File: src/rtl/barrier_scheduler_if.sv
`default_nettype none
// ============================================================================
//  Module      : barrier_scheduler_if
//  Description : Control/status bundle between the game controller and the
//                barrier scheduler (player inputs, divider pause, slot pool).
//  Revision    : 1.0 - initial release
// ============================================================================
interface barrier_scheduler_if #(
    parameter int NUM_SLOTS = 4
);
    logic                     start;
    logic                     pause;
    logic                     collide;
    logic                     scroll_tick;
    logic                     div_pause;
    logic [1:0]               state;
    logic [NUM_SLOTS-1:0]     slot_valid;
    logic [4*NUM_SLOTS-1:0]   slot_col;
    logic [4*NUM_SLOTS-1:0]   slot_gap;
    logic [7:0]               score;
    logic                     game_over;

    // Controller side: drives the player/timing inputs, observes the pool
    modport master (
        output start, pause, collide, scroll_tick,
        input  div_pause, state, slot_valid, slot_col, slot_gap, score, game_over
    );

    // Scheduler side
    modport slave (
        input  start, pause, collide, scroll_tick,
        output div_pause, state, slot_valid, slot_col, slot_gap, score, game_over
    );
endinterface
`default_nettype wire

File: src/rtl/barrier_scheduler.sv
`default_nettype none
// ============================================================================
//  Module      : barrier_scheduler
//  Description : Game-level FSM (idle/run/paused/over) plus a pool of barrier
//                slots that spawn from an LFSR, scroll left on each accepted
//                scroll tick, retire at column 0 and feed a saturating score.
//  Revision    : 1.0 - initial release
// ============================================================================
module barrier_scheduler #(
    parameter int NUM_SLOTS    = 4,
    parameter int COLS         = 16,
    parameter int ROWS         = 16,
    parameter int GAP_H        = 4,
    parameter int SPAWN_PERIOD = 6
) (
    input  wire logic          clk,
    input  wire logic          reset,
    barrier_scheduler_if.slave bus
);
    localparam logic [1:0] c_ST_IDLE   = 2'b00;
    localparam logic [1:0] c_ST_RUN    = 2'b01;
    localparam logic [1:0] c_ST_PAUSED = 2'b10;
    localparam logic [1:0] c_ST_OVER   = 2'b11;

    localparam int              c_CNT_W     = $clog2(SPAWN_PERIOD);
    localparam logic [c_CNT_W-1:0] c_CNT_LAST = c_CNT_W'(SPAWN_PERIOD - 1);
    localparam int              c_IDX_W     = (NUM_SLOTS > 1) ? $clog2(NUM_SLOTS) : 1;
    localparam logic [3:0]      c_SPAWN_COL = 4'(COLS - 1);
    localparam logic [3:0]      c_GAP_MAX   = 4'(ROWS - GAP_H);
    localparam logic [3:0]      c_GAP_H     = 4'(GAP_H);
    localparam logic [7:0]      c_LFSR_SEED = 8'hA5;

    // ------------------------------------------------------------------
    // Registers
    // ------------------------------------------------------------------
    logic [1:0]            r_state;
    logic                  r_div_pause;
    logic                  r_game_over;
    logic [7:0]            r_lfsr;
    logic [NUM_SLOTS-1:0]  r_valid;
    logic [3:0]            r_col [NUM_SLOTS];
    logic [3:0]            r_gap [NUM_SLOTS];
    logic [7:0]            r_score;
    logic [c_CNT_W-1:0]    r_spawn_cnt;

    // ------------------------------------------------------------------
    // Combinational nets
    // ------------------------------------------------------------------
    logic [1:0]            w_state_next;
    logic                  w_div_pause_next;
    logic                  w_game_over_next;
    logic                  w_tick_acc;
    logic                  w_clear;
    logic                  w_free_found;
    logic [c_IDX_W-1:0]    w_free_idx;
    logic [3:0]            w_retire_cnt;
    logic [8:0]            w_score_sum;
    logic [7:0]            w_score_next;
    logic [3:0]            w_gap_raw;
    logic [3:0]            w_gap;
    logic                  w_spawn;
    logic                  w_lfsr_fb;

    // A tick only counts while running and not in the same cycle as a hit
    assign w_tick_acc = (r_state == c_ST_RUN) && bus.scroll_tick && !bus.collide;
    // Entering a new game (IDLE->RUN) or acknowledging game over (OVER->IDLE)
    assign w_clear    = ((r_state == c_ST_IDLE) || (r_state == c_ST_OVER)) && bus.start;

    // State register; divider pause and game_over are registered alongside it
    always_ff @(posedge clk or negedge reset) begin
        if (!reset) begin
            r_state     <= c_ST_IDLE;
            r_div_pause <= 1'b1;
            r_game_over <= 1'b0;
        end else begin
            r_state     <= w_state_next;
            r_div_pause <= w_div_pause_next;
            r_game_over <= w_game_over_next;
        end
    end

    // Next-state logic, priority top-down within each state
    always_comb begin
        w_state_next = r_state;
        case (r_state)
            c_ST_IDLE:   if (bus.start)    w_state_next = c_ST_RUN;
            c_ST_RUN: begin
                if (bus.collide)           w_state_next = c_ST_OVER;
                else if (bus.pause)        w_state_next = c_ST_PAUSED;
            end
            c_ST_PAUSED: if (!bus.pause)   w_state_next = c_ST_RUN;
            c_ST_OVER:   if (bus.start)    w_state_next = c_ST_IDLE;
            default:                       w_state_next = c_ST_IDLE;
        endcase
    end

    // Output decode from the next state so the flags track r_state exactly
    always_comb begin
        w_div_pause_next = (w_state_next != c_ST_RUN);
        w_game_over_next = (w_state_next == c_ST_OVER);
    end

    // Free-running LFSR, x^8+x^6+x^5+x^4+1, steps in every state
    assign w_lfsr_fb = r_lfsr[7] ^ r_lfsr[5] ^ r_lfsr[4] ^ r_lfsr[3];
    always_ff @(posedge clk or negedge reset) begin
        if (!reset) r_lfsr <= c_LFSR_SEED;
        else        r_lfsr <= {r_lfsr[6:0], w_lfsr_fb};
    end

    // Lowest-index slot free before this tick; retiring slots are not candidates
    always_comb begin
        w_free_found = 1'b0;
        w_free_idx   = '0;
        for (int i = NUM_SLOTS - 1; i >= 0; i--) begin
            if (!r_valid[i]) begin
                w_free_found = 1'b1;
                w_free_idx   = c_IDX_W'(i);
            end
        end
    end

    // Count slots leaving the playfield on this tick and saturate the score
    always_comb begin
        w_retire_cnt = 4'd0;
        for (int i = 0; i < NUM_SLOTS; i++) begin
            if (r_valid[i] && (r_col[i] == 4'd0)) w_retire_cnt = w_retire_cnt + 4'd1;
        end
        w_score_sum  = {1'b0, r_score} + {5'd0, w_retire_cnt};
        w_score_next = w_score_sum[8] ? 8'hFF : w_score_sum[7:0];
    end

    // Gap choice folds out-of-range LFSR values back into the legal range
    assign w_gap_raw = r_lfsr[3:0];
    assign w_gap     = (w_gap_raw <= c_GAP_MAX) ? w_gap_raw : (w_gap_raw - c_GAP_H);
    assign w_spawn   = w_tick_acc && (r_spawn_cnt == c_CNT_LAST) && w_free_found;

    // Slot pool, score and spawn counter: cleared on game boundaries, else tick-driven
    always_ff @(posedge clk or negedge reset) begin
        if (!reset) begin
            r_valid     <= '0;
            r_score     <= 8'd0;
            r_spawn_cnt <= '0;
            for (int i = 0; i < NUM_SLOTS; i++) begin
                r_col[i] <= 4'd0;
                r_gap[i] <= 4'd0;
            end
        end else if (w_clear) begin
            r_valid     <= '0;
            r_score     <= 8'd0;
            r_spawn_cnt <= '0;
            for (int i = 0; i < NUM_SLOTS; i++) begin
                r_col[i] <= 4'd0;
                r_gap[i] <= 4'd0;
            end
        end else if (w_tick_acc) begin
            for (int i = 0; i < NUM_SLOTS; i++) begin
                if (r_valid[i]) begin
                    if (r_col[i] == 4'd0) r_valid[i] <= 1'b0;
                    else                  r_col[i]   <= r_col[i] - 4'd1;
                end
            end
            if (w_spawn) begin
                r_valid[w_free_idx] <= 1'b1;
                r_col[w_free_idx]   <= c_SPAWN_COL;
                r_gap[w_free_idx]   <= w_gap;
            end
            r_score     <= w_score_next;
            r_spawn_cnt <= (r_spawn_cnt == c_CNT_LAST) ? '0 : (r_spawn_cnt + 1'b1);
        end
    end

    // Flatten slot arrays onto the bus
    for (genvar gi = 0; gi < NUM_SLOTS; gi++) begin : g_pack
        assign bus.slot_col[4*gi +: 4] = r_col[gi];
        assign bus.slot_gap[4*gi +: 4] = r_gap[gi];
    end

    assign bus.state      = r_state;
    assign bus.div_pause  = r_div_pause;
    assign bus.game_over  = r_game_over;
    assign bus.slot_valid = r_valid;
    assign bus.score      = r_score;

endmodule
`default_nettype wire

File: src/flat_wrapper.sv
// flat-port wrapper written by rule: the top's interface ports become plain ports
module barrier_scheduler_flat 
#(
    parameter int NUM_SLOTS    = 4,
    parameter int COLS         = 16,
    parameter int ROWS         = 16,
    parameter int GAP_H        = 4,
    parameter int SPAWN_PERIOD = 6
)
  (clk, reset, bus_start, bus_pause, bus_collide, bus_scroll_tick, bus_div_pause, bus_state, bus_slot_valid, bus_slot_col, bus_slot_gap, bus_score, bus_game_over);
  barrier_scheduler_if #(.NUM_SLOTS(NUM_SLOTS)) bus_i ();
  input  wire logic clk;
  input  wire logic reset;
  input wire logic [$bits(bus_i.start)-1:0] bus_start;
  input wire logic [$bits(bus_i.pause)-1:0] bus_pause;
  input wire logic [$bits(bus_i.collide)-1:0] bus_collide;
  input wire logic [$bits(bus_i.scroll_tick)-1:0] bus_scroll_tick;
  output wire logic [$bits(bus_i.div_pause)-1:0] bus_div_pause;
  output wire logic [$bits(bus_i.state)-1:0] bus_state;
  output wire logic [$bits(bus_i.slot_valid)-1:0] bus_slot_valid;
  output wire logic [$bits(bus_i.slot_col)-1:0] bus_slot_col;
  output wire logic [$bits(bus_i.slot_gap)-1:0] bus_slot_gap;
  output wire logic [$bits(bus_i.score)-1:0] bus_score;
  output wire logic [$bits(bus_i.game_over)-1:0] bus_game_over;
  assign bus_i.start = bus_start;
  assign bus_i.pause = bus_pause;
  assign bus_i.collide = bus_collide;
  assign bus_i.scroll_tick = bus_scroll_tick;
  assign bus_div_pause = bus_i.div_pause;
  assign bus_state = bus_i.state;
  assign bus_slot_valid = bus_i.slot_valid;
  assign bus_slot_col = bus_i.slot_col;
  assign bus_slot_gap = bus_i.slot_gap;
  assign bus_score = bus_i.score;
  assign bus_game_over = bus_i.game_over;
  barrier_scheduler #(.NUM_SLOTS(NUM_SLOTS), .COLS(COLS), .ROWS(ROWS), .GAP_H(GAP_H), .SPAWN_PERIOD(SPAWN_PERIOD)) u_core (.clk(clk), .reset(reset), .bus(bus_i));
endmodule
File: config.mk
export PLATFORM = sky130hd
export DESIGN_NAME = barrier_scheduler_flat
export DESIGN_NICKNAME = d
export VERILOG_FILES = /design/src/rtl/barrier_scheduler_if.sv /design/src/rtl/barrier_scheduler.sv /design/src/flat_wrapper.sv
export SDC_FILE = /design/constraint.sdc
export NUM_CORES = 1
export LEC_CHECK = 0
export CORE_AREA = 10 10 82 112
export DETAILED_ROUTE_END_ITERATION = 7
export DIE_AREA = 0 0 92 122
export GPL_TIMING_DRIVEN = 0
export PLACE_DENSITY = 0.73
export SLEW_MARGIN = 20
export SYNTH_ARGS = -nofsm -noshare
export SYNTH_HDL_FRONTEND = slang
export SYNTH_SLANG_ARGS = --single-unit
export TNS_END_PERCENT = 50
File: constraint.sdc
create_clock -name clk -period 3 [get_ports clk]
set_input_delay 0.9 -clock clk [delete_from_list [all_inputs] [get_ports clk]]
set_output_delay 0.9 -clock clk [all_outputs]
set_load 0.02 [all_outputs]
==> run metrics <==
initial antenna violation count 0; met2 usage 27.2%; Final Cycle Share 105%; setup ws final -0.165 ns; failing checks negative setup slack; register area share after synthesis 47.7%; dominant synthesized flop cell dfrtp_1; vias in the first global route 2833; EDFF count, synth 0; cell count after synthesis 314; worst slack, placed -0.290 ns; diodes inserted 0; CP endpoint kind flop; Num Clock Sinks 59; CP max FO 3; die area 11200 sq um; Initial Util 43.0%; routed len/inst 16.6 microns; first-pass GRT wire length 13700 microns; Hold Fails Final Rpt 0; run status complete, but fails checks; drt drc 0; Inserted Clock Buffers 9; Startpoint Class flop; grt total ovfl 0; Ports 54; Root Buffer clkbuf_8; Hold EP u_core.r_lfsr[7]; post-route cell area 4270 sq um; Slew headroom 54.3%; drt total wl 8230 microns; clock buffer depth 2; Final HPWL DP 5950 microns; via count 2670; CTS tree done; area delta synth->final 37.3%; RSZ-0062 raised after global routing true; Worst R2R Start u_core.bus.slot_col[4]; met1 Use GR 15.8%; clk_lat worst skew 0.34 ns; share of layout cells above drive strength 1 21.1%; Worst Hold Launch u_core.r_lfsr[6]; top post-synthesis cells by area dfrtp_1 (43%), ha_1 (6.4%), a21oi_1 (6.0%); Cells on Worst Hold Path 0; syn nets 337; final net count 416; DRT iter0 DRCs 152; number of distinct library cells after synthesis 52; Post-synth top cells dfrtp_1 (54), a21oi_1 (37), nor2_1 (27); Pleak 0.00173 uW; Die Ht 122 microns; Core Region 7220 sq um; Clk pin slew, worst setup/hold paths 0.08 ns; Synth warnings 0; Slew Limit Fails 0; highest clock rate 316 MHz; GRT Util Overall 15.0%; Power Density 573 nW/um^2; GR Layer Usage met3 3.45%; I/O Buffers 53; Worst R2R End u_core.bus.score[3]; post-layout min period 3.16 ns; Vias/cell 5.39; Worst R2R Path Depth 16; Antenna Nets Post-Route 0; most frequent cell after synthesis dfrtp_1; Setup Crit Path Kind reg -> reg; # Max-Cap Violations 0; gr busiest metal met2; Post-Place Cell Area 3870 sq um; Critical Path RT 3.28 ns; Synth area leader dfrtp_1; die width 92 microns; largest net degree at the start of global routing 43; DRT Pass-1 Iters 4; async set-or-reset flop fraction in the synthesized netlist 100%; Mean Syn Cell Area 9.89 sq um; r2r setup slk -0.16 ns; Arr. time, crit path 3.44 ns; hold crit path type reg -> reg; top-area cell type share of the netlist area 43.5%; # setup viols final 8; Worst Skew 0.00912 ns; H-tree level count 3; VDD IR-drop max 574 uV; Seq cells post-synth 59; worst-margin pin slew 0.681 ns; FP Rows 37; GPL Wtd Cong 0.878; Synth Cell Area 3110 sq um
-- placed cells by master (no fill, tap or decap), types with 10 or more instances in the layout --
| cell | instances |
|---|---|
| a21oi_1 | 31 |
| buf_4 | 16 |
| clkdlybuf4s50_1 | 52 |
| dfrtp_1 | 52 |
| ha_1 | 12 |
| inv_1 | 14 |
| nand2_1 | 24 |
| nor2_1 | 25 |
| nor3_1 | 10 |
| o21ai_0 | 17 |
-- area by class of cell --
type | count | area [sq um]
Inverter | 18 | 67.6
Buffer | 12 | 51.3
Multi-Input combinational cell | 225 | 1660
Clock inverter | 7 | 101
Fill cell | 636 | 2960
Timing Repair Buffer | 68 | 653
Tap cell | 97 | 121
Clock buffer | 9 | 124
Sequential cell | 59 | 1490
-- repair_timing --
item,in CTS,in global routing
setup endpoints to repair,8,8
gates cloned,0,0
gates resized for setup,11,3
hold buffers,0,0
hold endpoints to repair,0,0
pin swaps,14,6
setup buffers,8,6
-- worst max-delay path by stage --
| stage | depth (start not counted) | slack (ns) | start | endpoint |
|---|---|---|---|---|
| after CTS | 16 | -0.17 | u_core.bus.slot_col[4] | u_core.bus.score[3] |
| after global placement | 1 | -1.04 | reset | u_core.bus.slot_col[5] |
| after floorplan | 14 | -0.11 | u_core.bus.slot_col[5] | u_core.bus.score[7] |
| after detailed placement | 15 | -0.29 | u_core.bus.slot_col[4] | u_core.bus.score[1] |
| final | 16 | -0.16 | u_core.bus.slot_col[4] | u_core.bus.score[3] |
| after global routing | 16 | -0.33 | u_core.bus.slot_col[4] | u_core.bus.score[3] |
-- registers in the layout, indices dropped and copies added (netlist names), 2 cells and up --
| register | cells |
|---|---|
| u_core.bus.slot_gap | 16 |
| u_core.r_lfsr | 8 |
| u_core.r_spawn_cnt | 3 |
| u_core.bus.slot_valid | 4 |
| u_core.bus.state | 2 |
| u_core.bus.slot_col | 16 |
| u_core.bus.score | 8 |
-- power breakdown --
part / switching [uW] / internal, uW
logic: 446 / 258
clock network: 352 / 473
registers: 60.3 / 857
total: 858 / 1590
-- routing by layer --
| metal | vias to the layer above | wire, microns |
|---|---|---|
| met5 | - | 0 |
| met4 | 0 | 238 |
| met3 | 20 | 369 |
| met2 | 54 | 4380 |
| met1 | 1315 | 3240 |
| li1 | 1281 | - |
-- logic make-up (layout without fill, tap and decap cells) --
kind of cell,count (synthesis),count (layout),share of synthesized area [%]
XOR/XNOR,11,11,3.10
AO/OA/AOI/OAI,81,81,15.5
multiplexers,10,10,3.26
other,1,1,0.121
buffers and inverters,30,114,3.83
AND/OR/NAND/NOR,105,105,19.4
flip-flops,59,59,47.7
adder cells (fa/ha/maj),17,17,7.09
-- critical path, stage by stage (launching register included) --
cell and delay (ns):
dfrtp_2 0.41, inv_2 0.08, ha_4 0.14, nand2_2 0.05, or3_4 0.35, inv_2 0.07, ha_4 0.20, xor2_2 0.15
xor2_1 0.21, ha_2 0.23, inv_2 0.05, fa_2 0.38, nand2b_4 0.17, a211oi_4 0.24, a21oi_2 0.12, buf_4 0.16
a21oi_2 0.10
-- metrics by stage --
stage | hold WS [ns] | power [uW] | utilization, % | instances | TNS (ns)
after floorplan | 0.333 | 1350 | - | 314 | -0.332
after global placement | 0.337 | 1580 | 53.4 | 464 | -46.28
after detailed placement | 0.342 | 1610 | 53.6 | 465 | -1.52
after CTS | 0.360 | 2460 | 58.3 | 489 | -0.877
after global routing | 0.374 | 2570 | 59.1 | 495 | -2.22
final | 0.358 | 2450 | 59.1 | 495 | -0.959
Power figures use the tool's default switching activity.
